## src/rtl/gf_mult_seq.sv

```systemverilog
// Bit-serial GF(2^M) multiplier: one bit of B per cycle, LSB first, reduced by POLY.
// Optional early termination when the remaining B bits are zero: define GF_MULT_ZERO_SKIP_EN.
module gf_mult_seq #(
   parameter int          M    = 8,
   parameter logic [15:0] POLY = 16'h001D
) (
   input  logic         CK,
   input  logic         RN,
   input  logic         START,
   input  logic [M-1:0] A,
   input  logic [M-1:0] B,
   output logic         READY,
   output logic         BUSY,
   output logic         DONE,
   output logic [M-1:0] Y,
   output logic [1:0]   state_dbg
);

   localparam int          CNT_W  = $clog2(M + 1);
   localparam logic [M-1:0] POLY_M = POLY[M-1:0];

   typedef enum logic [1:0] {
      IDLE = 2'd0,
      RUN  = 2'd1,
      FIN  = 2'd2
   } state_t;

   state_t             state_q, state_d;
   logic [M-1:0]       a_q, a_d;
   logic [M-1:0]       b_q, b_d;
   logic [M-1:0]       acc_q, acc_d;
   logic [M-1:0]       y_q, y_d;
   logic [CNT_W-1:0]   cnt_q, cnt_d;
   logic [M-1:0]       acc_next;
   logic [M-1:0]       a_xtime;
   logic [M-1:0]       b_shift;
   logic               run_last;

   // Datapath step for one RUN edge: accumulate, multiply a by x, consume one bit of b.
   always_comb begin
      acc_next = acc_q ^ (b_q[0] ? a_q : '0);
      a_xtime  = {a_q[M-2:0], 1'b0} ^ (a_q[M-1] ? POLY_M : '0);
      b_shift  = b_q >> 1;
`ifdef GF_MULT_ZERO_SKIP_EN
      run_last = (cnt_q == CNT_W'(1)) || (b_shift == '0);
`else
      run_last = (cnt_q == CNT_W'(1));
`endif
   end

   always_comb begin
      state_d = state_q;
      a_d     = a_q;
      b_d     = b_q;
      acc_d   = acc_q;
      y_d     = y_q;
      cnt_d   = cnt_q;
      unique case (state_q)
         IDLE: begin
            if (START) begin
               a_d     = A;
               b_d     = B;
               acc_d   = '0;
               cnt_d   = CNT_W'(M);
               state_d = RUN;
            end
         end
         RUN: begin
            acc_d = acc_next;
            a_d   = a_xtime;
            b_d   = b_shift;
            cnt_d = cnt_q - CNT_W'(1);
            if (run_last) begin
               y_d     = acc_next;
               state_d = FIN;
            end
         end
         FIN: begin
            state_d = IDLE;
         end
         default: begin
            state_d = IDLE;
         end
      endcase
   end

   always_ff @(posedge CK or negedge RN) begin
      if (!RN) begin
         state_q <= IDLE;
         a_q     <= '0;
         b_q     <= '0;
         acc_q   <= '0;
         y_q     <= '0;
         cnt_q   <= '0;
      end else begin
         state_q <= state_d;
         a_q     <= a_d;
         b_q     <= b_d;
         acc_q   <= acc_d;
         y_q     <= y_d;
         cnt_q   <= cnt_d;
      end
   end

   // Handshake: START is taken on a rising edge only while READY is high; DONE marks
   // the single cycle in which Y first shows a new product. All outputs come from flops.
   assign READY     = (state_q == IDLE);
   assign BUSY      = (state_q == RUN);
   assign DONE      = (state_q == FIN);
   assign Y         = y_q;
   assign state_dbg = state_q;

endmodule

```

## config.mk

```make
export PLATFORM = sky130hd
export DESIGN_NAME = gf_mult_seq
export DESIGN_NICKNAME = d
export VERILOG_FILES = /design/src/rtl/gf_mult_seq.sv
export SDC_FILE = /design/constraint.sdc
export NUM_CORES = 1
export LEC_CHECK = 0
export CAP_MARGIN = 20
export CORE_MARGIN = 2
export CORE_UTILIZATION = 48
export CTS_CLUSTER_DIAMETER = 60
export DETAILED_ROUTE_END_ITERATION = 8
export GPL_TIMING_DRIVEN = 1
export PLACE_DENSITY = 0.81
export SETUP_SLACK_MARGIN = 0.02
export SKIP_CTS_REPAIR_TIMING = 1
export SLEW_MARGIN = 20
export SYNTH_ARGS = -nofsm -noshare
export SYNTH_HDL_FRONTEND = slang
export SYNTH_SLANG_ARGS = --single-unit
```

## constraint.sdc

```tcl
create_clock -name CK -period 1.65 [get_ports CK]
set_clock_uncertainty 0.2 [all_clocks]
set_input_delay 0.165 -clock CK [delete_from_list [all_inputs] [get_ports CK]]
set_output_delay 0.165 -clock CK [all_outputs]
set_load 0.01 [all_outputs]
```

==> reports/qor.csv <==
stage,metric,value,unit
floorplan,core,3970,sq um
global_route,grt_usage,20.2,%
synthesis,yosys_warnings,0,
synthesis,avgSynthCellArea,10.5,sq um
sta,maxSlewHeadroom,79.1,%
setup_path,crit_slowest_cell,dfrtp_1,
setup_path,cp_cell_sequence,"inv_2, ha_4, nor3b_4, nand2_4, mux2_4",
sta,final_hold_viol_count,0,
setup_path,cp_top_family,simple AND/OR/NAND/NOR gates,
final_layout,drive_above_1_share,21.6,%
final_layout,areaGrowthSynthToFinish,34.0,%
setup_path,cp.arrival,1.68,ns
sta,slew_violations,0,
clock_network,cts_max_level,2,
routing,post_drt_wl_per_cell,14.9,um
synthesis,async_flop_share,100,%
routing,vias,1555,
placement,numPortBuffers,31,
routing,wl,4320,um
placement,dpl_worst_slack,-0.0354,ns
synthesis,yosys.area.top_type,dfrtp_1,
sta,rsz0062_at_grt,yes,
power,intPower,3.02,mW
synthesis,yosysMostFrequentCell,dfrtp_1,
synthesis,synth_edf_count,0,
setup_path,critPathMaxStageDelay,0.39,ns
clock_network,root_buffer,clkbuf_8,
sta,fin_crit_sh,103,%
run_status,violations,negative setup slack,
clock_network,cts_buffers,5,
routing,ant_nets,0,
clock_network,worstSkewPairLatency,0.30,ns
placement,post_dp_cell_area,2440,sq um
synthesis,yosysSeqAreaShare,48.0,%
routing,post-route-drc-count,0,
floorplan,initial_core_util,49.9,%
placement,placedCellCount,278,
synthesis,netlist_instances,188,
final_layout,fin_area,2660,sq um
placement,hpwl,2890,um
final_layout,fillerInstances,302,
global_route,antenna_found_initial,0,
global_route,grt_max_degree,39,
clock_network,cts_tree,built,
synthesis,synth_cell_type_count,29,
final_layout,nets,262,
global_route,grt_pass1_vias,1488,
floorplan,die_y,68.2,um
power,switching_share,35.8,%
global_route,grt_pass1_wl,6820,um
routing,drt-initial-drc-count,97,
final_layout,final_core_util,66.9,%
setup_path,critPathCaptureType,flop,
power,seq_power_share,35.4,%
floorplan,ioPinCount,32,
setup_path,required,1.64,ns
final_layout,insertedDiodeCount,0,
setup_path,r2r_setup_slack,-0.04,ns
floorplan,die_w,68.2,um
run_status,status,"complete, but fails checks",
sta,finalWorstSetupSlack,-0.0420,ns
clock_network,clk_pin_slew_worst_paths,0.08,ns
synthesis,synth_top_area_share,48.0,%
routing,first_pass_iters,5,
clock_network,clockBufferDepth,2,
sta,max_slew.worst_pin.slew,0.314,ns
power,power.net_switching,1.69,mW
power,power_density,1770,nW/um^2
sta,fin_crit,1.69,ns
setup_path,critPathKind,reg2reg,
setup_path,cp.buffers_inverters,1,
synthesis,syn_nets,209,
sta,setup_viol,8,
global_route,grt-ovfl-total,0,
power,p_leak,1.26,nW
synthesis,yosys-top-cells-count,"38 x dfrtp_1, 22 x a21oi_1, 20 x nand2_1",
synthesis,synth_area,1980,sq um
hold_path,hold_path.class,in2async,
power,pwr-share-clk,17.3,%
floorplan,dieArea,4660,sq um
placement,gp_routability_congestion,0.809,
flow_run,cap_violations,0,
floorplan,row_count,23,
synthesis,synth.area.top_cells,"dfrtp_1 48%, mux2i_1 6.1%, mux2_4 6.1%",
power,vdd.ir_drop.worst,1.14,mV
power,comb_power_share,47.3,%
final_layout,final_cell_count_no_fill,291,
clock_network,cts_sinks,38,
synthesis,synth_flop_cell,dfrtp_1,
sta,max_freq,0.591,GHz
setup_path,crit_fanout,5,
synthesis,synth_seq_cells,38,
setup_path,start_kind,flop,
routing,detail_route.vias_per_cell,5.34,
placed cells by master (no fill, tap or decap), drive strengths merged, types with 3 or more instances in the layout:
cell,netlist,final
nand3,8,8
nand2,21,22
xor2,3,3
clkdlybuf4s50,0,26
dfrtp,38,38
a22oi,7,7
nor2b,10,10
mux2i,12,12
mux2,8,8
and3b,5,5
a21oi,22,22
xnor2,8,8
o21ai,19,19
inv,4,4
buf,11,27
clkbuf,2,6
dlymetal6s2s,0,5
state kept, by name, summed over array words and instances (netlist names):
name,count
state_dbg,2
a_q,8
Y,8
cnt_q,4
acc_q,8
b_q,8
stage by stage:
step	hold WS [ns]	TNS (ns)	power [mW]
floorplan	-0.331	0	2.99
finish	0.0348	-0.286	4.71
CTS	0.0458	-1.43	4.54
detailed placement	0.285	-0.187	3.73
global placement	0.277	0	3.65
global route	0.0513	-0.805	5.06
power by group through the flow:
stage,clock [mW],combinational (mW),sequential (mW)
CTS,0.819,2.08,1.64
detailed placement,0,2.07,1.66
floorplan,0,1.35,1.64
finish,0.814,2.23,1.66
global placement,0,2.01,1.64
global route,0.865,2.47,1.72
area by class of cell:
cell class                 count  area (sq um)  share of cell area, %
tap                           50          62.6                   2.36
sequential                    38           951                   35.8
clock inverter                 1          30.0                   1.13
timing repair buffer          58           551                   20.7
multi-input combinational    134           963                   36.3
inverter                       4          15.0                  0.566
clock buffer                   6          82.6                   3.11
final timing paths:
path,startpoint,to,cells past startpoint
worst max-delay path,cnt_q[1],Y[1],5
worst min-delay path,RN,Y[0],2
worst max register to register,cnt_q[1],Y[1],5
worst min register to register,acc_q[5],acc_q[5],1
max in group asynchronous,RN,b_q[6],2
min in group CK,acc_q[5],acc_q[5],1
per-layer routing:
layer / part of all wire [%] / track usage [%] / vias up
met4: 2.2 / 7.75 / 0
li1: - / - / 761
met1: 43 / 25.2 / 742
met3: 4.5 / 5.10 / 10
met2: 50 / 33.7 / 42
met5: 0 / 0 / -
kinds of logic (layout without fill, tap and decap cells):
family | count (synthesis) | count (layout) | synth area share [%]
DFF | 38 | 38 | 48.0
buffers and inverters | 17 | 69 | 5.24
xor gates and xnor gates | 11 | 11 | 4.86
and+or+nand+nor | 49 | 50 | 14.0
AOI/OAI and AO/OA | 51 | 51 | 14.5
muxes | 20 | 20 | 12.1
adders and majority gates | 2 | 2 | 1.26
No activity file was read; power rests on OpenSTA's default activity.
